[src/rtl/rsa_modexp_engine.sv]
// Modular exponentiation C = P^E mod M: right-to-left square-and-multiply on two bit-serial
// radix-2 Montgomery multipliers. Optional macro RSA_EARLY_EXIT_EN enables variable-time loop exit.
module rsa_modexp_engine #(
   parameter int WIDTH = 8,
   parameter int EXP_W = WIDTH
) (
   input  logic             clk,
   input  logic             rstb,
   input  logic             en,
   input  logic             start,
   input  logic [WIDTH-1:0] P,
   input  logic [EXP_W-1:0] E,
   input  logic [WIDTH-1:0] M,
   input  logic [WIDTH-1:0] Const,
   output logic             busy,
   output logic             done,
   output logic             err,
   output logic [WIDTH-1:0] C
);
   localparam int DW   = WIDTH + 2;
   localparam int RW   = WIDTH + 3;
   localparam int CW   = $clog2(DW + 1);
   localparam int RNDW = $clog2(EXP_W + 1);

   typedef enum logic [2:0] {
      S_IDLE, S_CHECK, S_PRE, S_LOOP, S_POST, S_REDUCE, S_DONE
   } state_t;

   state_t            state, state_nxt;
   logic [CW-1:0]     cnt;
   logic [RNDW-1:0]   rnd;
   logic [WIDTH-1:0]  p_q, m_q, k_q;
   logic [EXP_W-1:0]  e_q;
   logic [DW-1:0]     a_q, x_q;
   logic [DW-1:0]     m0_a, m0_b, m0_r, m1_a, m1_b, m1_r;
   logic [DW-1:0]     ld0_a, ld0_b, ld1_a, ld1_b;
   logic [DW-1:0]     m0_next, m1_next, red;
   logic              accept, round_end, loop_last, in_round;

   // One Montgomery iteration; the sum needs WIDTH+3 bits, the halved result fits in WIDTH+2.
   function automatic logic [DW-1:0] mont_step(input logic [DW-1:0] r, input logic a_bit,
                                               input logic [DW-1:0] b, input logic [WIDTH-1:0] m);
      logic [RW-1:0] t;
      t = RW'(r) + (a_bit ? RW'(b) : '0);
      if (t[0])
         t = t + RW'(m);
      return t[RW-1:1];
   endfunction

   assign accept    = (state == S_IDLE) && start;
   assign round_end = (cnt == CW'(DW));
   assign in_round  = (state == S_PRE) || (state == S_LOOP) || (state == S_POST);
   assign m0_next   = mont_step(m0_r, m0_a[0], m0_b, m_q);
   assign m1_next   = mont_step(m1_r, m1_a[0], m1_b, m_q);
   assign red       = (a_q >= DW'(m_q)) ? a_q - DW'(m_q) : a_q;

`ifdef RSA_EARLY_EXIT_EN
   assign loop_last = ((e_q >> 1) == '0);
`else
   assign loop_last = (rnd == RNDW'(EXP_W - 1));
`endif

   always_ff @(posedge clk or negedge rstb) begin
      if (!rstb)
         state <= S_IDLE;
      else if (en)
         state <= state_nxt;
   end

   // Even modulus routes through REDUCE so error completion keeps the uniform CHECK/REDUCE/DONE tail.
   always_comb begin
      state_nxt = state;
      case (state)
         S_IDLE:   if (start) state_nxt = S_CHECK;
         S_CHECK:  state_nxt = m_q[0] ? S_PRE : S_REDUCE;
         S_PRE: begin
            if (round_end) begin
`ifdef RSA_EARLY_EXIT_EN
               state_nxt = (e_q == '0) ? S_POST : S_LOOP;
`else
               state_nxt = S_LOOP;
`endif
            end
         end
         S_LOOP:   if (round_end && loop_last) state_nxt = S_POST;
         S_POST:   if (round_end) state_nxt = S_REDUCE;
         S_REDUCE: state_nxt = S_DONE;
         S_DONE:   state_nxt = S_IDLE;
         default:  state_nxt = S_IDLE;
      endcase
   end

   always_comb begin
      ld0_a = a_q;
      ld0_b = DW'(1);
      ld1_a = a_q;
      ld1_b = DW'(1);
      case (state)
         S_PRE: begin
            ld0_a = DW'(p_q);
            ld0_b = DW'(k_q);
            ld1_a = DW'(k_q);
            ld1_b = DW'(1);
         end
         S_LOOP: begin
            ld0_a = x_q;
            ld0_b = x_q;
            ld1_a = a_q;
            ld1_b = x_q;
         end
         default: ;
      endcase
   end

   always_ff @(posedge clk or negedge rstb) begin
      if (!rstb) begin
         cnt  <= '0;
         rnd  <= '0;
         p_q  <= '0;
         m_q  <= '0;
         k_q  <= '0;
         e_q  <= '0;
         a_q  <= '0;
         x_q  <= '0;
         m0_a <= '0;
         m0_b <= '0;
         m0_r <= '0;
         m1_a <= '0;
         m1_b <= '0;
         m1_r <= '0;
      end else if (en) begin
         if (accept) begin
            p_q <= P;
            e_q <= E;
            m_q <= M;
            k_q <= Const;
            a_q <= '0;
            x_q <= '0;
            cnt <= '0;
            rnd <= '0;
         end else if (in_round) begin
            if (cnt == '0) begin
               m0_a <= ld0_a;
               m0_b <= ld0_b;
               m1_a <= ld1_a;
               m1_b <= ld1_b;
               m0_r <= '0;
               m1_r <= '0;
               cnt  <= CW'(1);
            end else begin
               m0_r <= m0_next;
               m1_r <= m1_next;
               m0_a <= m0_a >> 1;
               m1_a <= m1_a >> 1;
               if (round_end) begin
                  cnt <= '0;
                  case (state)
                     S_PRE: begin
                        x_q <= m0_next;
                        a_q <= m1_next;
                     end
                     S_LOOP: begin
                        x_q <= m0_next;
                        if (e_q[0])
                           a_q <= m1_next;
                        e_q <= e_q >> 1;
                        rnd <= rnd + RNDW'(1);
                     end
                     default: a_q <= m1_next;
                  endcase
               end else begin
                  cnt <= cnt + CW'(1);
               end
            end
         end
      end
   end

   always_ff @(posedge clk or negedge rstb) begin
      if (!rstb) begin
         busy <= 1'b0;
         done <= 1'b0;
         err  <= 1'b0;
         C    <= '0;
      end else if (en) begin
         done <= (state == S_REDUCE);
         if (accept) begin
            busy <= 1'b1;
            err  <= 1'b0;
         end
         if (state == S_REDUCE) begin
            busy <= 1'b0;
            err  <= ~m_q[0];
            C    <= m_q[0] ? red[WIDTH-1:0] : '0;
         end
      end
   end

endmodule

[config.mk]
export PLATFORM = sky130hd
export DESIGN_NAME = rsa_modexp_engine
export DESIGN_NICKNAME = d
export VERILOG_FILES = /design/src/rtl/rsa_modexp_engine.sv
export SDC_FILE = /design/constraint.sdc
export NUM_CORES = 1
export LEC_CHECK = 0
export CORE_UTILIZATION = 45
export CTS_BUF_LIST = sky130_fd_sc_hd__clkbuf_4 sky130_fd_sc_hd__clkbuf_8
export DETAILED_ROUTE_END_ITERATION = 8
export GPL_TIMING_DRIVEN = 0
export PLACE_DENSITY = 0.65
export SYNTH_ARGS = -nofsm -noshare
export SYNTH_HDL_FRONTEND = slang
export SYNTH_SLANG_ARGS = --single-unit
[constraint.sdc]
create_clock -name clk -period 5.06 [get_ports clk]
set_clock_uncertainty 0.2 [all_clocks]
set_input_delay 0.759 -clock clk [delete_from_list [all_inputs] [get_ports clk]]
set_output_delay 0.759 -clock clk [all_outputs]
set_load 0.005 [all_outputs]
==> summary.md <==
| Metric | Value |
|---|---|
| Post_cts resized | `0` |
| Worst path required time | `5.18 ns` |
| Max clock buf depth | `2` |
| Clock latency on the worst-skew pair | `0.44 ns` |
| Via/cell ratio | `5.489` |
| Async S/R FF share, synth | `100.0%` |
| Initial Utilization | `45.95%` |
| RSZ-0062 raised after global routing | `false` |
| Core Rows | `48` |
| Crit share post-route | `between 70% and 80%` |
| Cell Area, Synth | `0.007920 mm²` |
| Inserted Diodes | `0` |
| Max-cap violations | `0` |
| Hold-fix buffers, CTS | `0` |
| Most used DFF post-synth | `dfrtp_1` |
| Initial DRC Count | `approximately 340` |
| FF-to-FF End | `m0_r[9]$_DFFE_PN0P_` |
| Die Y | `roughly 130 µm` |
| Clock sinks | `132` |
| Maximum level of the CTS H-tree | `4` |
| FF+latch area | `around 0.0033 mm²` |
| Antenna violations before repair | `0` |
| Final Max Tran Viols | `0` |
| Core area | `0.01724 mm²` |
| Total GRT Usage | `~25%` |
| Crit path max fanout | `10` |
| Hold Path Class | `input port to async pin` |
| Buffers on Ports | `45` |
| GRT overflow | `0` |
| Startpoint Class | `register` |
| Final setup margin | `1.043 ns` |
| Final HPWL DP | `16160 µm` |
| Layout overhead on the synthesized area | `14.64%` |
| Clock root cell | `clkbuf_8` |
| Reg-to-reg critical path startpoint | `m0_a[0]$_DFFE_PN0P_` |
| DIE AREA | `0.01813 mm²` |
| Synth Area per Inst | `8.761 µm²` |
| Final Hold Vio Count | `0` |
| Die W | `134.7 µm` |
| Post-synthesis net count | `around 990` |
| Post-Synthesis Cells | `between 900 and 1k` |
| Footprint of the multi-input gates | `~0.0043 mm²` |
| WS Path Type | `register to register` |
| Fill cell count | `roughly 1.6k` |
| Synthesis Warnings | `0` |
| Post-route ant nets | `0` |
| CTS tree | `built` |
| RePlAce Congestion | `0.8589` |
| Peak Freq | `248.9 MHz` |
| CTS clk-pin slew, worst paths | `~0.09 ns` |
| Synth cell types | `67` |
| Post-CTS Setup Inserts | `0` |
| DP Worst Slack | `about 1.0 ns` |
| WL per Instance | `17.52 µm` |
| Pwr dens | `520.6 mW/mm²` |
| Crit. End Element | `register` |
| Total CTS buffers | `17` |
| Vias in the first global route | `6454` |
| Worst slew pin tran | `0.7132 ns` |
| Global-route wire length before repair | `about 34000 µm` |
| Post-Route WL | `about 21000 µm` |
| Static Leak | `roughly 4 nW` |
| Worst EP arrival | `4.14 ns` |
| Final Net Count | `1056` |
| Drt pass-1 iters | `5` |
| DRC violations left | `0` |
| Largest net degree at the start of global routing | `73` |
| Reg2reg path depth | `17` |
| WHS | `0.07702 ns` |
| Worst R2R Setup Slack | `1.04 ns` |
| DR vias | `6625` |
| Final setup viols | `0` |
| Sequential fraction of the synthesis area | `41.71%` |
| # IOs | `47` |
| Synth Register Bits | `132` |
| Final Util | `52.68%` |
| Share of cells above drive strength 1 | `6.721%` |
| Post-synth EDFFs | `0` |
| Minimum clock period | `4.017 ns` |
| VDD IR max | `247.4 µV` |
| Outcome | `finished clean` |
| Relative slew slack | `52.14%` |
logic make-up after synthesis:
family	share of synthesized area, %
adder cells (fa/ha/maj)	8.531
XOR/XNOR	4.092
AND/OR/NAND/NOR	17.76
buffers and inverters	3.902
multiplexers	4.724
AO/OA/AOI/OAI	19.29
flip-flops	41.71
how the worst max path moves through the flow:
stage / start / endpoint / slack (ns) / depth (start not counted)
after detailed placement: m0_a[0]$_DFFE_PN0P_ / m0_r[9]$_DFFE_PN0P_ / 1.05 / 17
after global routing: m0_a[0]$_DFFE_PN0P_ / m0_r[9]$_DFFE_PN0P_ / 0.82 / 17
after global placement: rstb / m0_r[6]$_DFFE_PN0P_ / -2.36 / 1
after CTS: m0_a[0]$_DFFE_PN0P_ / m0_r[9]$_DFFE_PN0P_ / 1.05 / 17
final: m0_a[0]$_DFFE_PN0P_ / m0_r[9]$_DFFE_PN0P_ / 1.04 / 17
after floorplan: m0_a[0]$_DFFE_PN0P_ / x_q[9]$_DFFE_PN0P_ / 1.75 / 17
routing by layer:
metal  vias to the layer above  global-route usage (%)  routed length [µm]
met2                       141                   39.49                9771
met5                         -                       0                   0
li1                       3268                       -                   -
met1                      3189                   34.89               10190
met3                        27                   3.679                 794
met4                         0                   7.928                 387
cell usage after synthesis, types with 4 or more instances:
| cell type | n | area (µm²) |
|---|---|---|
| a211oi_1 | 10 | 75.07 |
| a21o_1 | 7 | 52.55 |
| a21oi_1 | 51 | 255.2 |
| a22o_1 | 5 | 43.79 |
| and2_1 | 21 | 131.4 |
| buf_2 | 8 | 40.04 |
| clkbuf_1 | 30 | 112.6 |
| dfrtp_1 | 132 | 3303 |
| fa_1 | 5 | 100.1 |
| ha_1 | 46 | 575.6 |
| inv_1 | 29 | 108.9 |
| mux2i_1 | 34 | 340.3 |
| nand2_1 | 194 | 728.2 |
| nand2b_1 | 4 | 25.02 |
| nand3_1 | 14 | 70.07 |
| nand4_1 | 4 | 25.02 |
| nor2_1 | 51 | 191.4 |
| nor2b_1 | 10 | 62.56 |
| nor3_1 | 7 | 35.03 |
| o21a_1 | 10 | 75.07 |
| o21ai_0 | 104 | 520.5 |
| o21ai_1 | 11 | 55.05 |
| o311ai_0 | 4 | 35.03 |
| o31ai_1 | 18 | 135.1 |
| xnor2_1 | 23 | 201.4 |
| xor2_1 | 14 | 122.6 |
cell usage in the layout (no fill, tap or decap), types with 11 or more instances in the layout:
master and instances:
mux2i_1 34, xnor2_1 23, nor2_1 51, inv_1 29
xor2_1 14, clkbuf_8 19, clkdlybuf4s50_1 44, ha_1 46
o21ai_1 11, nand2_1 194, a21oi_1 51, o21ai_0 104
clkbuf_1 30, nand3_1 14, and2_1 21, dfrtp_1 132
o31ai_1 18
sequential cells by signal, summed over array words and instances (netlist names):
| signal | count |
|---|---|
| a_q | 10 |
| m0_a | 10 |
| m0_b | 10 |
| m0_r | 10 |
| m1_a | 10 |
| m1_r | 10 |
| x_q | 10 |
| C | 8 |
| e_q | 8 |
| k_q | 8 |
| m1_b | 8 |
| m_q | 8 |
| p_q | 8 |
| cnt | 4 |
| rnd | 4 |
| state | 3 |
| busy | 1 |
| done | 1 |
| err | 1 |
final cells by class:
| class | instances | area share, % |
|---|---|---|
| multi-input combinational | 699 | 47.44 |
| sequential | 132 | 36.38 |
| timing repair buffer | 46 | 5.278 |
| tap | 225 | 3.100 |
| clock buffer | 18 | 2.728 |
| buffer | 44 | 2.205 |
| clock inverter | 14 | 1.667 |
| inverter | 29 | 1.199 |
critical path: stages (launching register included):
cell and delay (ns):
dfrtp_1 0.36, clkbuf_1 0.32, and2_1 0.22, ha_1 0.20, inv_1 0.06, fa_1 0.40, nor2b_1 0.18, o31a_2 0.18
o21a_1 0.11, nor2_1 0.04, xnor2_1 0.14, ha_1 0.38, o21a_1 0.14, o21ai_0 0.06, a21oi_1 0.28, nand3_2 0.12
xor2_1 0.37, o21ai_1 0.13
stage by stage:
| stage | std cells | TNS (ns) | cell area, µm² | total power [mW] |
|---|---|---|---|---|
| after floorplan | 904 | 0 | 7920 | 3.105 |
| after global placement | 1174 | -310.67 | 8652 | 3.766 |
| after detailed placement | 1175 | 0 | 8681 | 3.805 |
| after CTS | 1207 | 0 | 9080 | 4.725 |
| after global routing | 1207 | 0 | 9080 | 5.073 |
| final | 1207 | 0 | 9080 | 4.727 |
where the power goes:
part           switching, mW  total, mW  internal [mW]
Clock                  0.455      0.910          0.455
Sequential             0.340       1.72           1.38
Combinational           1.25       2.10          0.856
(Power assumes the default switching activity.)
